**config.mk**
```make
export PLATFORM = sky130hd
export DESIGN_NAME = dbi_burst_ctrl
export DESIGN_NICKNAME = d
export VERILOG_FILES = /design/src/rtl/dbi_burst_ctrl.sv
export SDC_FILE = /design/constraint.sdc
export NUM_CORES = 1
export LEC_CHECK = 0
export ABC_AREA = 1
export ABC_CLOCK_PERIOD_IN_PS = 19400
export CAP_MARGIN = 25
export CORE_MARGIN = 3
export CORE_UTILIZATION = 47
export CTS_BUF_LIST = sky130_fd_sc_hd__clkbuf_8 sky130_fd_sc_hd__clkbuf_16
export CTS_CLUSTER_SIZE = 24
export DETAILED_ROUTE_END_ITERATION = 16
export PLACE_DENSITY = 0.7
export SYNTH_ARGS = -nofsm -noshare
export SYNTH_HDL_FRONTEND = slang
export SYNTH_SLANG_ARGS = --single-unit
export TNS_END_PERCENT = 30
```
**constraint.sdc**
```tcl
create_clock -name clk -period 19.4 [get_ports clk]
set_clock_uncertainty 0.1 [all_clocks]
set_input_delay 3.88 -clock clk [delete_from_list [all_inputs] [get_ports clk]]
set_output_delay 3.88 -clock clk [all_outputs]
set_load 0.02 [all_outputs]
```
**src/rtl/dbi_burst_ctrl.sv**
```systemverilog
// dbi_burst_ctrl: byte FIFO feeding fixed-length bursts onto a 9-wire bus
// with optional data-bus inversion, plus a saturating bus toggle counter.
module dbi_burst_ctrl #(
  parameter int unsigned DEPTH = 16,
  parameter int unsigned BL    = 8,
  parameter int unsigned GAP   = 2
) (
  input  logic       clk,
  input  logic       rst,
  input  logic       en_dbi,
  input  logic       in_valid,
  input  logic [7:0] in_data,
  output logic       in_ready,
  input  logic       stat_clr,
  output logic [8:0] bus_v,
  output logic       bus_valid,
  output logic       burst_done,
  output logic [15:0] trans_cnt
);

  localparam int unsigned AW = (DEPTH > 1) ? $clog2(DEPTH) : 1;
  localparam int unsigned CW = AW + 1;
  localparam int unsigned BW = (BL > 1) ? $clog2(BL) : 1;
  localparam int unsigned GW = (GAP > 1) ? $clog2(GAP) : 1;

  typedef enum logic [1:0] {
    ST_IDLE = 2'd0,
    ST_SEND = 2'd1,
    ST_GAP  = 2'd2
  } state_t;

  state_t          state;
  logic [BW-1:0]   beat;
  logic [GW-1:0]   gap_cnt;
  logic            dbi_l;

  logic [7:0]      mem [DEPTH];
  logic [AW-1:0]   wr_ptr;
  logic [AW-1:0]   rd_ptr;
  logic [CW-1:0]   count;

  logic            push;
  logic            pop;
  logic [7:0]      pop_byte;
  logic [8:0]      diff;
  logic            inv;
  logic [8:0]      enc;
  logic [3:0]      toggles;
  logic [16:0]     trans_sum;
  logic [15:0]     trans_next;

  // Number of set bits in a 9-bit word.
  function automatic logic [3:0] popcount9(input logic [8:0] v);
    logic [3:0] c;
    c = 4'd0;
    for (int i = 0; i < 9; i++) begin
      c = c + 4'(v[i]);
    end
    return c;
  endfunction

  // FIFO handshake: ready only depends on the registered occupancy.
  assign in_ready = (count < CW'(DEPTH));
  assign push     = in_valid && in_ready;
  assign pop      = (state == ST_SEND);
  assign pop_byte = mem[rd_ptr];

  // DBI encoder: invert when at least 5 of the 9 wires would otherwise toggle.
  always_comb begin
    diff       = {pop_byte, 1'b0} ^ bus_v;
    inv        = dbi_l && (popcount9(diff) >= 4'd5);
    enc        = {pop_byte ^ {8{inv}}, inv};
    toggles    = popcount9(enc ^ bus_v);
    trans_sum  = {1'b0, trans_cnt} + 17'(toggles);
    trans_next = trans_sum[16] ? 16'hFFFF : trans_sum[15:0];
  end

  // FIFO storage; contents need no reset since occupancy gates every read.
  always_ff @(posedge clk) begin
    if (push) begin
      mem[wr_ptr] <= in_data;
    end
  end

  // FIFO pointers and occupancy; a simultaneous push and pop nets out.
  always_ff @(posedge clk) begin
    if (rst) begin
      wr_ptr <= '0;
      rd_ptr <= '0;
      count  <= '0;
    end else begin
      if (push) begin
        wr_ptr <= wr_ptr + AW'(1);
      end
      if (pop) begin
        rd_ptr <= rd_ptr + AW'(1);
      end
      case ({push, pop})
        2'b10:   count <= count + CW'(1);
        2'b01:   count <= count - CW'(1);
        default: count <= count;
      endcase
    end
  end

  // Burst sequencer: wait for a full burst, send BL beats, then idle GAP cycles.
  always_ff @(posedge clk) begin
    if (rst) begin
      state      <= ST_IDLE;
      beat       <= '0;
      gap_cnt    <= '0;
      dbi_l      <= 1'b0;
      bus_v      <= 9'h000;
      bus_valid  <= 1'b0;
      burst_done <= 1'b0;
    end else begin
      bus_valid  <= 1'b0;
      burst_done <= 1'b0;
      case (state)
        ST_IDLE: begin
          if (count >= CW'(BL)) begin
            state <= ST_SEND;
            dbi_l <= en_dbi;
            beat  <= '0;
          end
        end
        ST_SEND: begin
          bus_v     <= enc;
          bus_valid <= 1'b1;
          if (beat == BW'(BL - 1)) begin
            burst_done <= 1'b1;
            state      <= ST_GAP;
            gap_cnt    <= '0;
            beat       <= '0;
          end else begin
            beat <= beat + BW'(1);
          end
        end
        ST_GAP: begin
          if (gap_cnt == GW'(GAP - 1)) begin
            state <= ST_IDLE;
          end else begin
            gap_cnt <= gap_cnt + GW'(1);
          end
        end
        default: state <= ST_IDLE;
      endcase
    end
  end

  // Bus toggle statistics; a clear takes priority over a coincident beat.
  always_ff @(posedge clk) begin
    if (rst) begin
      trans_cnt <= 16'h0000;
    end else if (stat_clr) begin
      trans_cnt <= 16'h0000;
    end else if (state == ST_SEND) begin
      trans_cnt <= trans_next;
    end
  end

endmodule

```
==> flow_summary_export.csv <==
group,metric,value,unit
run_status,status,"completed",
worst_setup_path,rr_worst_depth,36,
power_and_ir_drop,vdd_drop_max,369,uV
worst_setup_path,max_stage_delay,900,ps
synthesis,synth_top_flop_cell,"edfxtp_1",
final_layout,diodes,0,
final_layout,drive_gt1_share,7.16,%
worst_setup_path,path_max_fanout,43,
clocking,clock_path_buffers,2,
route,wirelength,19500,um
clocking,cts_hold_repair.buffers,0,
route,viasPerCell,5.26,
synthesis,synth_top_family_by_area,"simple AND/OR/NAND/NOR gates",
final_layout,regArea,4870,sq um
final_layout,fin_util,54.8,%
sta,relSlewSlack,32.6,%
worst_setup_path,cp-start-kind,"flop",
sta,hold_viol,0,
clocking,clkTransAtPathRegs,70,ps
synthesis,yosys.area_share.xor_xnor,0.811,%
synthesis,synth_warnings,0,
worst_hold_path,hp-start,"beat[1]",
synthesis,syn_inst,939,
power_and_ir_drop,p_total,1900,uW
placement,numPortBuffers,40,
placement,gp_congestion,0.832,
sta,setup_viol,0,
clocking,cts.sinks,179,
route,met2_length,8890,um
final_layout,multi_input_area,3150,sq um
route,wl_per_cell,16.2,um
clocking,post_cts_resized,0,
floorplanning,die_h,142,um
synthesis,synth_edf_count,128,
power_and_ir_drop,power.density,196,nW/um^2
clocking,cts_buffers,17,
floorplanning,fp.dieW,142,um
worst_hold_path,min_path_cells,2,
route,maxUsedRoutingLayer,"met4",
floorplanning,start_util,48.9,%
floorplanning,io_pins,41,
clocking,clock_latency,430,ps
global_route,grt_pass1_vias,5947,
sta,finalCriticalPeriod,9390,ps
final_layout,fill_cells,1538,
route,drt_iter0_drc,769,
global_route,antenna_found_initial,0,
floorplanning,coreArea,17700,sq um
worst_setup_path,worstPathRequired,19630,ps
final_layout,syn2layout_area_growth,12.1,%
synthesis,syn_nets,983,
final_layout,fin_nets,1008,
global_route,grtUsageTotal,20.0,%
floorplanning,num_rows,48,
synthesis,synthSimpleGateAreaFrac,25.2,%
sta,fmax,106,MHz
synthesis,synth_seq_cells,179,
route,postRouteAntennaNets,0,
sta,slew_viol_final,0,
sta,worstMarginPinSlew,1010,ps
synthesis,synth_compound_area_share,4.94,%
clocking,htree_levels,4,
route,firstDrtPassIters,7,
synthesis,yosysSeqAreaShare,56.3,%
route,drc,0,
sta,setup_tns,0,ps
synthesis,synthMuxAreaShare,0,%
global_route,grt_max_degree,69,
floorplanning,die-area,20000,sq um
synthesis,synthAdderAreaFrac,5.54,%
synthesis,synth_cell_type_count,37,
final_layout,fin_area,9680,sq um
global_route,gr-total-overflow,0,
power_and_ir_drop,p_leak,0.00402,uW
route,vias,6327,
worst_hold_path,hold_class,"flop to flop",
synthesis,synth_area,8630,sq um
global_route,grt_pass1_wl,31300,um
worst_setup_path,slowest_stage,"dfxtp_1",
worst_setup_path,rrSetupSlack,10010,ps
worst_setup_path,crit_type,"flop to flop",
synthesis,syn_area_per_cell,9.20,sq um
clocking,post_cts_buffers,0,
worst_setup_path,crit_path_end_kind,"flop",
flow_run,maxCapViolCount,0,
route,m1WireLength,8970,um
placement,dp_hpwl,12900,um
synthesis,async_flop_share,0,%
route,dr_wl_met3,1230,um
worst_hold_path,whs_endpoint,"beat[1]",
worst_setup_path,r2r-end,"trans_cnt[5]",
clocking,root_buffer,"clkbuf_16",
worst_setup_path,worstPathArrival,9620,ps
clocking,cts_tree,"done",
placement,placed_cell_area,9120,sq um
sta,rsz0062_at_grt,"false",
sta,period_share,48.4,%
-- registers in the layout, summed over array words and instances, names as in the netlist, named ones only --
register	cells
count	5
wr_ptr	4
bus_valid	1
trans_cnt	16
gap_cnt	1
burst_done	1
bus_v	9
dbi_l	1
rd_ptr	4
mem	128
state	2
beat	3
-- worst max-delay path by stage --
stage / startpoint / end / slack (ps) / depth (start not counted)
2_1_floorplan: flop / trans_cnt[13] / 11910 / 42
3_3_place_gp: flop / trans_cnt[5] / 10260 / 36
3_5_place_dp: flop / trans_cnt[5] / 10040 / 36
4_1_cts: flop / trans_cnt[5] / 10000 / 36
5_1_grt: flop / trans_cnt[5] / 9290 / 37
6_report: flop / trans_cnt[5] / 10010 / 36
-- kinds of logic after synthesis --
| logic type | count (synthesis) |
|---|---|
| compound gates | 75 |
| xor+xnor | 8 |
| fa+ha+maj | 31 |
| buf+inv | 142 |
| flops | 179 |
| simple gates | 504 |
-- through the flow --
step                      setup slack, ps  cells  hold WS, ps
after CTS                           10000   1202          372
final                               10010   1202          370
after global routing                 9290   1202          400
after floorplan                     11910    939          333
after global placement              10260   1170          351
after detailed placement            10040   1170          362
-- power by group --
part / switching (uW) / total [uW] / internal [uW]
Combinational: 679 / 1100 / 424
Clock: 160 / 331 / 170
Sequential: 26.7 / 467 / 440
Total: 866 / 1900 / 1030
-- placed cells by master (no fill, tap or decap), types with 11 or more instances in the layout --
cell	Yosys	layout
nand3_1	102	102
inv_1	102	102
clkdlybuf4s50_1	0	40
ha_1	19	19
fa_1	12	12
nand2_1	282	282
dfxtp_1	51	50
nor2_1	79	78
edfxtp_1	128	128
clkbuf_16	0	17
o21ai_0	32	32
nand2_2	12	12
a21oi_1	27	27
nand3_2	11	11
-- metal layers --
metal,vias to the layer above,GRT usage (%)
met2,207,31.1
li1,3141,-
met5,-,0
met1,2942,28.6
met4,0,6.46
met3,37,3.54
-- cell usage after synthesis, types with 5 or more instances --
| library cell | n | area (sq um) |
|---|---|---|
| inv_1 | 102 | 383 |
| fa_1 | 12 | 240 |
| buf_6 | 6 | 67.6 |
| dfxtp_1 | 51 | 1020 |
| o21ai_0 | 32 | 160 |
| buf_2 | 19 | 95.1 |
| nand2_2 | 12 | 75.1 |
| nand3_2 | 11 | 110 |
| nor2_1 | 79 | 297 |
| xnor2_1 | 5 | 43.8 |
| edfxtp_1 | 128 | 3840 |
| nand2_1 | 282 | 1060 |
| nand4_1 | 6 | 37.5 |
| a21oi_1 | 27 | 135 |
| ha_1 | 19 | 238 |
| nand3_1 | 102 | 510 |
-- critical path, delay by kind of cell, from the launching register on --
kind                       cells  cell delay, ps
AOI/OAI and AO/OA              1             150
adders and majority gates     10            4510
buffers and inverters          7            1300
DFF                            1             900
and+or+nand+nor               18            2290
-- area by class of cell --
cell class                      count  area share [%]
Clock buffer                       17            4.39
Clock inverter                     15            1.43
Tap cell                          225            2.91
Sequential cell                   179            50.3
Multi-Input combinational cell    618            32.6
Timing Repair Buffer               42            4.29
Inverter                          106            4.14
No activity file was read; power rests on OpenSTA's default activity.
